$ cat src/rtl/baud_generator_frac.sv
// Fractional baud strobe generator: the carry of a phase accumulator gives sample_ENABLE, and every OVERSAMPLE-th carry also gives tx_ENABLE.
// All outputs are registered and follow the carry by one clk; strobes run freely with no backpressure, and a rate change restarts the phase at 0.
module baud_generator_frac #(
  parameter int unsigned CLK_FREQ   = 50000000,
  parameter int unsigned OVERSAMPLE = 16,
  parameter int unsigned ACC_WIDTH  = 24
) (
  input  logic                 clk,
  input  logic                 reset,
  input  logic                 enable,
  input  logic [2:0]           baud_select,
  input  logic                 custom_mode,
  input  logic [ACC_WIDTH-1:0] custom_incr,
  output logic                 sample_ENABLE,
  output logic                 tx_ENABLE,
  output logic                 rate_changed
);

  localparam int unsigned     OS_W    = $clog2(OVERSAMPLE);
  localparam logic [OS_W-1:0] OS_LAST = OS_W'(OVERSAMPLE - 1);

  function automatic logic [63:0] calc_inc(input logic [63:0] baud);
    logic [63:0] num;
    num = (baud * 64'(OVERSAMPLE)) << ACC_WIDTH;
    return (num + 64'(CLK_FREQ / 2)) / 64'(CLK_FREQ);
  endfunction

  localparam logic [63:0] INC_TAB [8] = '{
    calc_inc(64'd300),   calc_inc(64'd1200),  calc_inc(64'd4800),  calc_inc(64'd9600),
    calc_inc(64'd19200), calc_inc(64'd38400), calc_inc(64'd57600), calc_inc(64'd115200)
  };

  if (OVERSAMPLE < 2 || OVERSAMPLE > 64 || ACC_WIDTH < 16 || ACC_WIDTH > 32) begin : g_param_bad
    $error("baud_generator_frac: OVERSAMPLE or ACC_WIDTH out of range");
  end

  // Each table increment must be nonzero and below half scale so at most one carry per clk.
  for (genvar k = 0; k < 8; k++) begin : g_inc_chk
    if (INC_TAB[k] == 64'd0 || INC_TAB[k] >= (64'd1 << (ACC_WIDTH - 1))) begin : g_bad
      $error("baud_generator_frac: table increment %0d out of range", k);
    end
  end

  logic [ACC_WIDTH-1:0] acc_q, acc_d;
  logic [ACC_WIDTH-1:0] inc_q, inc_d;
  logic [OS_W-1:0]      os_cnt_q, os_cnt_d;
  logic                 sample_enable_q, sample_enable_d;
  logic                 tx_enable_q, tx_enable_d;
  logic                 rate_changed_q, rate_changed_d;

  logic [ACC_WIDTH-1:0] eff_inc;
  logic [ACC_WIDTH:0]   sum;
  logic                 rate_chg;

  assign eff_inc  = custom_mode ? custom_incr : INC_TAB[baud_select][ACC_WIDTH-1:0];
  assign rate_chg = (eff_inc != inc_q);
  assign sum      = {1'b0, acc_q} + {1'b0, inc_q};

  // A rate change and enable=0 clear the same state; only rate_changed differs.
  always_comb begin
    inc_d           = eff_inc;
    acc_d           = '0;
    os_cnt_d        = '0;
    sample_enable_d = 1'b0;
    tx_enable_d     = 1'b0;
    rate_changed_d  = rate_chg;
    if (!rate_chg && enable) begin
      acc_d           = sum[ACC_WIDTH-1:0];
      sample_enable_d = sum[ACC_WIDTH];
      os_cnt_d        = os_cnt_q;
      if (sum[ACC_WIDTH]) begin
        if (os_cnt_q == OS_LAST) begin
          os_cnt_d    = '0;
          tx_enable_d = 1'b1;
        end else begin
          os_cnt_d    = os_cnt_q + 1'b1;
        end
      end
    end
  end

  always_ff @(posedge clk or negedge reset) begin
    if (!reset) begin
      acc_q           <= '0;
      inc_q           <= '0;
      os_cnt_q        <= '0;
      sample_enable_q <= 1'b0;
      tx_enable_q     <= 1'b0;
      rate_changed_q  <= 1'b0;
    end else begin
      acc_q           <= acc_d;
      inc_q           <= inc_d;
      os_cnt_q        <= os_cnt_d;
      sample_enable_q <= sample_enable_d;
      tx_enable_q     <= tx_enable_d;
      rate_changed_q  <= rate_changed_d;
    end
  end

  assign sample_ENABLE = sample_enable_q;
  assign tx_ENABLE     = tx_enable_q;
  assign rate_changed  = rate_changed_q;

endmodule

$ cat config.mk
export PLATFORM = sky130hd
export DESIGN_NAME = baud_generator_frac
export DESIGN_NICKNAME = d
export VERILOG_FILES = /design/src/rtl/baud_generator_frac.sv
export SDC_FILE = /design/constraint.sdc
export NUM_CORES = 1
export LEC_CHECK = 0
export CORE_ASPECT_RATIO = 1.5
export CORE_MARGIN = 10
export CORE_UTILIZATION = 53
export CTS_CLUSTER_SIZE = 40
export DETAILED_ROUTE_END_ITERATION = 16
export GPL_TIMING_DRIVEN = 1
export PLACE_DENSITY = 0.75
export SYNTH_ARGS = -nofsm -noshare
export SYNTH_HDL_FRONTEND = slang
export SYNTH_SLANG_ARGS = --single-unit
$ cat constraint.sdc
create_clock -name clk -period 2.8 [get_ports clk]
set_clock_uncertainty 0.2 [all_clocks]
set_input_delay 0.56 -clock clk [delete_from_list [all_inputs] [get_ports clk]]
set_output_delay 0.56 -clock clk [all_outputs]
set_load 0.05 [all_outputs]
==> summary by stage <==
Run status
The flow ran to the end, but the final reports show violations. The checks that failed: negative setup slack.

Power
The clock network accounts for 28.6% of the total power. The share of total power in combinational logic is 25.9%. The internal power contribution is 1.32 mW. The peak supply drop is 0.000297 V. After layout, the design draws a total of 1.88 mW.

The switching portion of total power is 29.6%. The analysis attributes to net switching a power of 0.556 mW. For this design the ratio of total power to cell area is 351 nW/um^2. Sequential cells burn 45.5% of the power. The cell leakage power is 2.44 nW.

Layout
The post-route netlist has 27.4% of its cells at a drive strength greater than 1. For this run, the number of standard cells in the final layout without fillers is 647. From synthesis to final layout, the design area changed by 38.4%.

The final layout net count is 612. The total inserted antenna cells is 0.

Floorplanning
Once the floorplan was initialized, standard cells occupied 54.0% of the core. The standard-cell row count is 38. The chip height is 125 um.

The die area is 11,200 um^2. From left edge to right edge, the die measures 89.8 um. The total area inside the core boundary comes to 7180 um^2. The number of I/O pins is 34.

Synthesis
The gate count after technology mapping is 431. The synthesized net count is 496. The sequential fraction of the synthesis area is 35.5%. The share of async-settable or async-resettable flops after synthesis is 100%.

A synthesized cell averages 8.99 um^2. The flip-flop and latch count after synthesis is 55. The prevailing post-synth register cell is sky130_fd_sc_hd__dfrtp_1. The total standard cell area after synthesis is 3870 um^2. For this run, the number of Yosys warnings is 0.

In this run, synthesis inferred 0 flip-flops with an integrated enable. The number of unique standard cell types used by synthesis is 59.

Critical path
The worst setup path is launched from a flop. The worst setup path is captured at a flop. Measured in cells, the most critical reg-to-reg path has a length of 10. The cell count along the critical path is 10. The maximum cell stage delay along the critical path is 0.43 ns. The worst path required time is 2.86 ns. The cell with the biggest individual delay on the critical path is sky130_fd_sc_hd__dfrtp_1. Grouping stages by cell kind, the critical path spends the most delay in compound AO/OA/AOI/OAI gates. The arrival time of the worst setup path is 2.90 ns.

Together, buffers and inverters on the worst path number 1. Walking the worst path, the cells encountered are ha_1 -> o211ai_1 -> o211ai_1 -> a31oi_2 -> o31ai_4 -> o21ai_2 -> o31a_1 -> buf_12 -> or3_1 -> a21oi_2. The critical path is of the flop to flop type. Of all nets on the critical path, the largest fanout is 9.

The most common cell type on the critical path is sky130_fd_sc_hd__o211ai_1.

Clock network
The number of hold-repair buffers added at the cts stage is 0. After clock tree synthesis, the clock-pin slew on the worst setup and hold paths is 0.10 ns. At the later pin of the worst-skew pair, clock insertion delay measures 0.32 ns. TritonCTS created 5 clock buffers. The clock root buffer is sky130_fd_sc_hd__clkbuf_8. The clock passes through at most 2 buffers. CTS built an H-tree with a depth of 2. For this design, the sink count on the clock tree is 55. The TritonCTS clock tree is yes.

Timing
Setup repair after global routing could not meet its margin everywhere. Setup violations remaining at the end of the flow were counted as 6. Headroom to the max-slew limit came out at 55.4%. Once routing completed, OpenROAD measured the worst setup slack at -0.0431 ns. The slew at the pin closest to its max-slew limit is 0.669 ns. The worst path uses 102% of the clock period. The worst path in the final design needs a cycle of 2.84 ns, including I/O delays and setup. The total count of hold-check failures in the final report is 0. The count of pins over their slew limit came to 0. Timing would allow up to 0.352 GHz.

Detailed routing
The ratio of routed vias to standard cells is 5.84. The first-pass iteration count of the detailed router is 5. The number of vias after detailed routing is 3,778. The average routed wire per standard cell is 17.9 um. After detailed routing, the number of remaining DRC violations is 0. Summed over all layers, the routed wires come to 11,600 um. The violation count after the first detailed-route iteration is 248. The count of nets left with antenna violations once routing finished came out at 0.

Place
The cell count after placement is 627. The detailed-placement wirelength estimate is 8370 um. Routability-driven placement finished with a final weighted congestion of 0.944. The number of input and output port buffers inserted is 33.

Global routing
The via count of the first global-routing pass came to 3,860. Summed over all layers, the global routing overflow is 0. The global-route total usage across every layer is 19.8%. The initial antenna violation count is 0.

Entering global routing, the biggest net connects 35 pins. The first global-routing pass estimated 18,200 um of wire.

Flow run
Across the run, the number of max-cap violations was 0.

Hold path
The worst hold path class is input port to asynchronous set/reset pin.
[worst paths after layout]
check                             from           to  slack (ns)
max                           inc_q[4]  os_cnt_q[3]       -0.04
min                              reset     acc_q[5]        0.06
max reg2reg                   inc_q[4]  os_cnt_q[3]       -0.04
min reg2reg                os_cnt_q[1]  os_cnt_q[1]        0.37
max in group asynchronous        reset    acc_q[17]        1.75
min in group clk           os_cnt_q[1]  os_cnt_q[1]        0.37
[cell type report]
type / count / area [um^2]
Inverter: 19 / 71.3
Clock inverter: 2 / 37.5
Clock buffer: 5 / 68.8
Multi-Input combinational cell: 345 / 2620
Timing Repair Buffer: 121 / 1060
Tap cell: 100 / 125
Sequential cell: 55 / 1380
Fill cell: 498 / 1820
[stage by stage]
step	utilization [%]	setup WS [ns]	cell area, um^2	TNS (ns)	hold WS (ns)
3_3_place_gp	67.7	-0.722	4860	-20.22	0.326
2_1_floorplan	-	0.00169	3880	0	0.0644
6_report	74.7	-0.0431	5360	-0.148	0.0618
4_1_cts	71.9	-0.0191	5160	-0.0339	0.0818
3_5_place_dp	67.7	-0.758	4860	-21.25	0.347
5_1_grt	74.7	-0.129	5360	-1.03	0.0891
[synthesized netlist by cell type (5+ instances only)]
cell	number	share of area [%]
sky130_fd_sc_hd__and2_1	10	1.6
sky130_fd_sc_hd__o21ai_0	33	4.3
sky130_fd_sc_hd__nor4_1	5	0.81
sky130_fd_sc_hd__clkbuf_1	5	0.48
sky130_fd_sc_hd__xnor2_1	18	4.1
sky130_fd_sc_hd__o21ai_1	7	0.90
sky130_fd_sc_hd__a21oi_1	29	3.7
sky130_fd_sc_hd__nor2_1	38	3.7
sky130_fd_sc_hd__and3_1	5	0.81
sky130_fd_sc_hd__xor2_1	24	5.4
sky130_fd_sc_hd__buf_2	5	0.65
sky130_fd_sc_hd__nor3_1	7	0.90
sky130_fd_sc_hd__nand2b_1	6	0.97
sky130_fd_sc_hd__nand3_1	8	1.0
sky130_fd_sc_hd__inv_1	17	1.6
sky130_fd_sc_hd__dfrtp_1	55	36
sky130_fd_sc_hd__nor2b_1	7	1.1
sky130_fd_sc_hd__nand2_1	36	3.5
sky130_fd_sc_hd__ha_1	33	11
sky130_fd_sc_hd__a211oi_1	7	1.4
sky130_fd_sc_hd__a31oi_1	6	0.97
[layout by cell type, fill, tap and decap left out, drive strengths merged, types with 5 or more instances in the layout]
cell type / netlist / layout
and2: 10 / 10
and3: 5 / 5
nand2: 37 / 38
nor3: 7 / 7
xor2: 24 / 24
xnor2: 18 / 18
nor4: 5 / 5
dfrtp: 55 / 55
clkbuf: 5 / 6
nand2b: 6 / 6
ha: 33 / 33
o21ai: 40 / 40
a21oi: 31 / 31
nor2: 38 / 38
buf: 8 / 90
nor2b: 7 / 7
a211oi: 7 / 7
nand3: 8 / 8
clkdlybuf4s50: 0 / 28
a31oi: 6 / 6
inv: 19 / 19
[registers in the layout, summed over array words and instances, names as in the netlist]
register and count:
acc_q 24, inc_q 24, os_cnt_q 4, rate_changed 1, sample_ENABLE 1, tx_ENABLE 1
[per-layer routing]
metal | vias up | part of all wire [%] | global-route usage [%]
met2 | 124 | 54 | 37.7
met1 | 1831 | 37 | 19.5
met3 | 43 | 4.0 | 3.14
li1 | 1780 | - | -
met4 | 0 | 5.1 | 10.8
met5 | - | 0 | 0
[power groups by stage]
stage / Combinational (mW) / Clock (mW) / Sequential [mW]
2_1_floorplan: 0.207 / 0 / 0.861
3_3_place_gp: 0.415 / 0 / 0.868
3_5_place_dp: 0.426 / 0 / 0.869
4_1_cts: 0.452 / 0.545 / 0.854
5_1_grt: 0.528 / 0.576 / 0.858
6_report: 0.486 / 0.538 / 0.856
[repair_timing]
item / CTS / global route
gates resized for setup: 40 / 26
buffers inserted: 8 / 4
setup endpoints to repair: 31 / 30
cloned: 1 / 1
pin swaps: 18 / 10
endpoints found under the hold margin: 0 / 0
[worst register-to-register path: cells and delay by family (launching register included)]
kind / cells / cell delay [ns]
AO/OA/AOI/OAI: 7 / 1.30
flip-flops: 1 / 0.43
AND/OR/NAND/NOR: 1 / 0.36
adder cells (fa/ha/maj): 1 / 0.32
buffers and inverters: 1 / 0.15
[cells by family after synthesis]
group | count (synthesis) | synth area share, %
buf+inv | 32 | 3.65
flops | 55 | 35.5
fa+ha+maj | 34 | 11.2
mux | 6 | 1.65
compound gates | 124 | 20.8
simple gates | 138 | 17.7
xor+xnor | 42 | 9.50
No activity file was read; power rests on OpenSTA's default activity.
